<file path="config.mk">
export PLATFORM = sky130hd
export DESIGN_NAME = exc_ctrl
export DESIGN_NICKNAME = d
export VERILOG_FILES = /design/src/rtl/cpu_pkg.sv /design/src/rtl/exc_ctrl_irq_pending.sv /design/src/rtl/exc_ctrl.sv
export SDC_FILE = /design/constraint.sdc
export NUM_CORES = 1
export LEC_CHECK = 0
export ABC_AREA = 1
export BUFFER_PORTS_ARGS = -buffer_cell sky130_fd_sc_hd__buf_2
export CORE_AREA = 10 10 51 69
export CTS_CLUSTER_SIZE = 14
export DETAILED_ROUTE_END_ITERATION = 6
export DIE_AREA = 0 0 61 79
export PLACE_DENSITY_LB_ADDON = 0.08
export SLEW_MARGIN = 20
export SYNTH_ARGS = -nofsm -noshare
export SYNTH_HDL_FRONTEND = slang
export SYNTH_SLANG_ARGS = --single-unit
</file>
<file path="constraint.sdc">
create_clock -name clk -period 1.65 [get_ports clk]
set_input_delay 0.0825 -clock clk [delete_from_list [all_inputs] [get_ports clk]]
set_output_delay 0.0825 -clock clk [all_outputs]
set_load 0.02 [all_outputs]
</file>
<file path="src/rtl/cpu_pkg.sv">
// Shared CPU definitions: cp0 cause codes, register indices, status field
// positions and the exception sequencer state encoding.
package cpu_pkg;

  localparam logic [4:0] CAUSE_SYSCALL = 5'b01000;
  localparam logic [4:0] CAUSE_BREAK   = 5'b01001;
  localparam logic [4:0] CAUSE_TEQ     = 5'b01101;
  localparam logic [4:0] CAUSE_INT     = 5'b00000;

  localparam int CP0_STATUS = 12;
  localparam int CP0_CAUSE  = 13;
  localparam int CP0_EPC    = 14;

  localparam int STATUS_IE     = 0;
  localparam int STATUS_IM_LSB = 8;

  // Wide enough for up to 8 interrupt lines.
  localparam int IRQ_IDX_W = 3;

  typedef enum logic [1:0] {
    ST_IDLE    = 2'd0,
    ST_TAKE    = 2'd1,
    ST_HANDLER = 2'd2,
    ST_RETURN  = 2'd3
  } exc_state_e;

  // Same-cycle trap priority: syscall over break over teq.
  function automatic logic [4:0] trap_cause(input logic sys, input logic brk, input logic teq);
    logic [4:0] c;
    c = CAUSE_TEQ;
    if (brk) c = CAUSE_BREAK;
    if (sys) c = CAUSE_SYSCALL;
    if (!sys && !brk && !teq) c = CAUSE_INT;
    return c;
  endfunction

endpackage

</file>
<file path="src/rtl/exc_ctrl_irq_pending.sv">
// Rising-edge capture of external interrupt lines into pending bits, with a
// lowest-index priority pick over the lines the caller marks as eligible.
module irq_pending
  import cpu_pkg::*;
#(
  parameter int NIRQ = 4
) (
  input  logic                 clk,
  input  logic                 rst,
  input  logic [NIRQ-1:0]      irq,
  input  logic [NIRQ-1:0]      ack,
  input  logic [NIRQ-1:0]      mask,
  output logic                 valid,
  output logic [IRQ_IDX_W-1:0] idx
);

  logic [NIRQ-1:0] irq_prev_q, irq_prev_d;
  logic [NIRQ-1:0] pending_q, pending_d;
  logic [NIRQ-1:0] eligible;

  // valid/idx offer the lowest eligible pending line; the line is consumed
  // by pulsing ack[idx], and a new edge in that same cycle re-arms it.
  always_comb begin
    irq_prev_d = irq;
    pending_d  = (pending_q & ~ack) | (irq & ~irq_prev_q);
    eligible   = pending_q & mask;
    valid      = 1'b0;
    idx        = '0;
    for (int i = NIRQ - 1; i >= 0; i--) begin
      if (eligible[i]) begin
        valid = 1'b1;
        idx   = i[IRQ_IDX_W-1:0];
      end
    end
  end

  always_ff @(posedge clk or posedge rst) begin
    if (rst) begin
      irq_prev_q <= '0;
      pending_q  <= '0;
    end else begin
      irq_prev_q <= irq_prev_d;
      pending_q  <= pending_d;
    end
  end

endmodule

</file>
<file path="src/rtl/exc_ctrl.sv">
// Exception/interrupt sequencer between the decoder, the IRQ lines and cp0.
// Guarantees cp0's single saved-status slot is used by one handler at a time.
module exc_ctrl
  import cpu_pkg::*;
#(
  parameter int NIRQ   = 4,
  parameter int IM_LSB = STATUS_IM_LSB
) (
  input  logic            clk,
  input  logic            rst,
  input  logic            sys_req,
  input  logic            brk_req,
  input  logic            teq_req,
  input  logic            eret_req,
  input  logic [NIRQ-1:0] irq,
  input  logic [31:0]     status,
  output logic            exception,
  output logic            eret,
  output logic [4:0]      cause,
  output logic            stall,
  output logic [NIRQ-1:0] irq_ack,
  output logic            in_handler,
  output logic            double_fault
);

  exc_state_e state_q, state_d;
  logic            exception_q, exception_d;
  logic            eret_q, eret_d;
  logic [4:0]      cause_q, cause_d;
  logic            stall_q, stall_d;
  logic [NIRQ-1:0] irq_ack_q, irq_ack_d;
  logic            in_handler_q, in_handler_d;
  logic            double_fault_q, double_fault_d;

  logic                 trap;
  logic                 irq_valid;
  logic [IRQ_IDX_W-1:0] irq_idx;
  logic [NIRQ-1:0]      irq_mask;
  logic                 unused_status;

  assign trap          = sys_req | brk_req | teq_req;
  assign irq_mask      = status[IM_LSB +: NIRQ] & {NIRQ{status[STATUS_IE]}};
  assign unused_status = ^status;

  irq_pending #(.NIRQ(NIRQ)) u_pend (
    .clk   (clk),
    .rst   (rst),
    .irq   (irq),
    .ack   (irq_ack_q),
    .mask  (irq_mask),
    .valid (irq_valid),
    .idx   (irq_idx)
  );

  always_comb begin
    state_d        = state_q;
    exception_d    = 1'b0;
    eret_d         = 1'b0;
    stall_d        = 1'b0;
    irq_ack_d      = '0;
    cause_d        = cause_q;
    in_handler_d   = in_handler_q;
    double_fault_d = double_fault_q;
    case (state_q)
      ST_IDLE: begin
        in_handler_d = 1'b0;
        if (trap) begin
          state_d     = ST_TAKE;
          exception_d = 1'b1;
          stall_d     = 1'b1;
          cause_d     = trap_cause(sys_req, brk_req, teq_req);
        end else if (irq_valid) begin
          state_d     = ST_TAKE;
          exception_d = 1'b1;
          stall_d     = 1'b1;
          cause_d     = CAUSE_INT;
          irq_ack_d   = NIRQ'(1) << irq_idx;
        end
      end
      ST_TAKE: begin
        state_d      = ST_HANDLER;
        in_handler_d = 1'b1;
      end
      ST_HANDLER: begin
        in_handler_d = 1'b1;
        // A nested trap would clobber the saved status: flag it, don't take it.
        if (trap) begin
          double_fault_d = 1'b1;
        end else if (eret_req) begin
          state_d = ST_RETURN;
          eret_d  = 1'b1;
          stall_d = 1'b1;
        end
      end
      ST_RETURN: begin
        state_d      = ST_IDLE;
        in_handler_d = 1'b0;
      end
      default: state_d = ST_IDLE;
    endcase
  end

  always_ff @(posedge clk or posedge rst) begin
    if (rst) begin
      state_q        <= ST_IDLE;
      exception_q    <= 1'b0;
      eret_q         <= 1'b0;
      cause_q        <= '0;
      stall_q        <= 1'b0;
      irq_ack_q      <= '0;
      in_handler_q   <= 1'b0;
      double_fault_q <= 1'b0;
    end else begin
      state_q        <= state_d;
      exception_q    <= exception_d;
      eret_q         <= eret_d;
      cause_q        <= cause_d;
      stall_q        <= stall_d;
      irq_ack_q      <= irq_ack_d;
      in_handler_q   <= in_handler_d;
      double_fault_q <= double_fault_d;
    end
  end

  assign exception    = exception_q;
  assign eret         = eret_q;
  assign cause        = cause_q;
  assign stall        = stall_q;
  assign irq_ack      = irq_ack_q;
  assign in_handler   = in_handler_q;
  assign double_fault = double_fault_q;

endmodule

</file>
## After elaboration in Yosys (flattened, before gate mapping)

Cells that the tools add are included.

| cells by class | value |
|---|---|
| equality and inequality tests | 6 |
| shifts and indexed selects | 1 |
| multiplexer cells | 29 |
| bitwise gates (word level) | 9 |
| reduce and logical (&&, ||, !) cells | 12 |

Operators by type and width:

| operator | number |
|---|---|
| 2-to-1 mux 5 bit | 4 |
| AND 4 bit | 4 |
| 2-to-1 mux 2 bit | 8 |
| 2-to-1 mux 4 bit | 3 |
| 2-to-1 mux 1 bit | 10 |
| inverter 4 bit | 2 |
| one-hot mux 2 bit (4 select lines) | 1 |
| == test 2 bit, second input constant | 2 |
| inequality test 2 bit, second input constant | 2 |
| bitwise OR 4 bit | 1 |
| one-hot mux 1 bit (2 select lines) | 2 |
| AND reduction 2 bit | 2 |
| OR reduction 2 bit | 2 |
| << shifter 1 x 3 -> 4 bit, first input constant | 1 |
| logical NOT 1 bit | 3 |
| 2-to-1 mux 3 bit | 1 |
| inequality test 3 bit, second input constant | 1 |
| AND reduction 3 bit | 1 |
| == test 2 x 1 -> 1 bit, second input constant | 1 |
| logical AND 1 bit | 2 |
| logical NOT 2 bit | 1 |
| bitwise OR 1 bit | 2 |
| nonzero test 2 bit | 1 |

| storage, ports and cells | value |
|---|---|
| register bits after elaboration | 24 |
| input port bits | 42 |
| output and inout port bits | 14 |
| logic and storage cells | 67 |

## Longest topological paths before layout

| logic depth | value |
|---|---|
| depth in word-level cells | 10 |
| mapped depth | 8 |

## Modules after synthesis

From an unflattened synthesis, not the netlist that was laid out.

| second synthesis, totals | value |
|---|---|
| cells, all modules | 107 |
| area, all modules | 985.9 µm² |

Modules (own cells, without submodules):

| module | times used | cells an instance | area each (µm²) | sequential area each (µm²) |
|---|---|---|---|---|
| exc_ctrl | 1 | 71 | 650.6 | 350.3 |
| irq_pending | 1 | 36 | 335.3 | 200.2 |

## Least setup slack after synthesis

Ideal clock, no wire load.

| timing path | value |
|---|---|
| path kind | register -> register |
| start | register state_q[0] |
| end | register state_q[1] |
| data arrival time | 1.057 ns |
| data required time | 1.534 ns |
| path slack | 0.477 ns |
| stages on the path, launching flop included | 8 |
| path through | dfrtp_1 inv_1 ha_1 nand3_2 nor2_4 nand2_2 nand3_1 nand2_1 |

| between the ends | value |
|---|---|
| cells in the longest elaborated chain, start to end | 3 |
| elaborated cells between the ends (all ways) | 9 |
| those cells by class | eq/ne (6); mux (1); reduce/logical (2) |

RTL lines:

| element | RTL line | RTL |
|---|---|---|
| from (decl) | exc_ctrl.sv:26 | `exc_state_e state_q, state_d;` |
| from (signal assigned) | exc_ctrl.sv:114 | `state_q <= state_d;` |
| == test 2 bit or logical NOT 2 bit (tied branches) | exc_ctrl.sv:64 | `case (state_q)` |
| inequality test 2 bit (no line) or inequality test 3 bit (tied branches) | -- |  |
| AND reduction 3 bit (no line) | -- |  |

Several ways; a longest one is shown, not always the timed one.
A chain may end at the register's enable or synchronous reset.

## Worst setup path in the final report

| timing path | value |
|---|---|
| start | register state_q[0] |
| end | register state_q[0] |

Same word-level chain as after synthesis.

==> qor.csv <==
stage,metric,value,unit
status,outcome,"complete, no violations",
clocking,clkLatencyLatePin,0.29,ns
synth,ys_top_cells_by_count,"22 x dfrtp_1, 18 x nand2_1, 17 x inv_1",
synth,synth_area_leaders,"dfrtp_1 61%, nand2_1 7.5%, inv_1 7.1%",
placed_design,place.gp.congestion,0.674,
pwr,seqPwrFrac,0.480,
timing,hold_viol,0,
pwr,p_comb_frac,0.365,
cells_and_area,utilization,0.486,
pwr,power_leakage,0.651,nW
placed_design,pre_cts_ws,0.300,ns
critical_path,cpMostUsedCell,nand2_1,
routing,drtIter0Drc,3,
clocking,cts_inserted_buffers,3,
synth,ys_seq_area_frac,0.614,
grt,first_global_vias,739,
cells_and_area,area_growth,25.4,%
pwr,clock_power_share,0.155,
clocking,htree_levels,1,
routing,drc,0,
timing,slew_violations,0,
synth,synth_edf_count,0,
floorplan,die_w,61,um
grt,antenna_found_initial,0,
cells_and_area,drive_above_1_share,0.304,
synth,syn_area,897,um2
critical_path,cp.arrival,1.59,ns
critical_path,critPathMaxFanout,5,
critical_path,cp_data_required_time,1.88,ns
synth,synth_async_sr_flop_share,1.00,
cells_and_area,final_area,1120,um2
critical_path,startpoint_type,register,
critical_path,end_kind,register,
pwr,switching_share,0.359,
grt,track_usage,0.0817,
routing,ant_nets,0,
routing,drtPass1Iterations,3,
floorplan,die_height,79,um
clocking,root_buffer,clkbuf_4,
floorplan,fp.coreArea,2310,um2
timing,fin_skew,0.00104,ns
placed_design,port_buffers,26,
critical_path,critPathSlowestCell,dfrtp_1,
timing,finalCritPeriodShare,0.820,
synth,ys_types,17,
synth,yosysTopAreaCellShare,0.614,
clocking,cts_sinks,22,
floorplan,start_util,0.388,
pwr,p_int,0.928,mW
routing,wl_per_cell,12.1,um
timing,rsz0062_at_grt,no,
floorplan,rows,21,
synth,ys.flop_type,dfrtp_1,
routing,drt_wl_total,1790,um
timing,hold_ws,0.0459,ns
pwr,switching_power,0.519,mW
grt,grt_overflow,0,
placed_design,dpl_cell_area,1050,um2
placed_design,dp_hpwl,1480,um
synth,synth_most_common_cell,dfrtp_1,
pwr,powerDensity,1290,nW/um2
timing,tns,0,ns
critical_path,critPathKind,register to register,
routing,vias_per_cell,4.52,
critical_path,max_stage_delay,0.40,ns
cells_and_area,finalNonFillerCells,148,
job,drv_cap,0,
placed_design,dp_cells,140,
clocking,cts_buffer_depth,2,
routing,vias,669,
clocking,clk_pin_slew,0.11,ns
floorplan,boundaryPins,56,
cells_and_area,diodes,0,
synth,synth_warnings,0,
floorplan,die_area,4820,um2
critical_path,path_cells,"inv_1, ha_1, nand3_2, nor2_4, nand2_2, nand2_1, nand2_1, nand2_1",
pwr,vdd_drop_max,0.699,mV
pwr,total_power,1.45,mW
timing,report.final.setup_viol,0,
grt,grt_max_degree,23,
grt,grt_first_pass_wirelength,3080,um
synth,syn_area_per_cell,9.86,um2
cells_and_area,nets,171,
timing,fin_crit,1.35,ns
clocking,postCtsSetupBuffers,0,
clocking,cts_tree,yes,
worst_hold_path,hold_path.class,input port to register,
synth,syn_inst,91,
synth,yosys.area.top_type,dfrtp_1,
timing,setup_ws,0.298,ns
timing,fmax,739,MHz
synth,synth-seq-cells,22,
## layout by cell type, fill, tap and decap left out, drive strengths merged
master       count
buf             27
dfrtp           22
nand2           21
inv             17
nand3            9
nor2             7
dlygate4sd3      5
o22ai            4
clkbuf           3
or2              2
ha               2
conb             2
o21ai            1
a21oi            1
and3             1
a21o             1
## flip-flops by register name, indices dropped and copies added, names as in the netlist
register and count:
u_pend.pending_q 4, in_handler 1, eret 1, double_fault 1, stall 1, exception 1
u_pend.irq_prev_q 4, state_q 2, cause 3, irq_ack 4
## final timing paths
kind	startpoint	to	slack, ns	cells after the start
worst max register to register	state_q[0]$_DFFE_PP0P_	state_q[0]$_DFFE_PP0P_	0.30	8
max in group asynchronous	rst	state_q[0]$_DFFE_PP0P_	1.09	4
worst min register to register	u_pend.irq_prev_q[0]$_DFF_PP0_	u_pend.pending_q[0]$_DFF_PP0_	0.42	1
worst min-delay path	teq_req	cause[2]$_DFFE_PP0P_	0.05	3
min in group asynchronous	rst	u_pend.irq_prev_q[3]$_DFF_PP0_	0.35	4
worst max-delay path	state_q[0]$_DFFE_PP0P_	state_q[0]$_DFFE_PP0P_	0.30	8
## repair_timing
| item | in CTS | in global routing |
|---|---|---|
| endpoints found under the hold margin | 26 | 0 |
| hold buffers | 5 | 0 |
| resized for setup | 0 | 0 |
| setup endpoints to repair | 0 | 0 |
## routing by layer
layer	up-vias	GRT usage	share of wire
met5	-	0	0
met4	0	0.0463	0.0084
met3	2	0.0239	0.063
met2	14	0.143	0.55
met1	307	0.0809	0.38
li1	346	-	-
## power by group through the flow
stage	registers, mW	clock network (mW)	logic (mW)
after detailed placement	0.706	0	0.535
after global placement	0.697	0	0.522
after global routing	0.705	0.261	0.597
final	0.694	0.225	0.528
after floorplan	0.793	0	0.275
after CTS	0.695	0.244	0.546
## cell type report
cell class	instances	area (um2)
repair buffers	32	188
inverters	17	63.8
clock buffers	3	22.5
fillers	249	1190
multi-input cells	51	272
flip-flops and latches	22	551
well taps	23	28.8
## logic make-up after synthesis
| kind of cell | after synthesis | share of synthesized area |
|---|---|---|
| simple gates | 40 | 0.219 |
| flops | 22 | 0.614 |
| buf+inv | 19 | 0.0879 |
| fa+ha+maj | 2 | 0.0279 |
| other cells | 1 | 0.00418 |
| compound gates | 7 | 0.0474 |
## worst max-delay path, delay by kind of cell (launching register included)
kind | cells | cell delay, ns
flops | 1 | 0.40
fa+ha+maj | 1 | 0.26
buf+inv | 1 | 0.08
simple gates | 6 | 0.57
(Power assumes the default switching activity.)
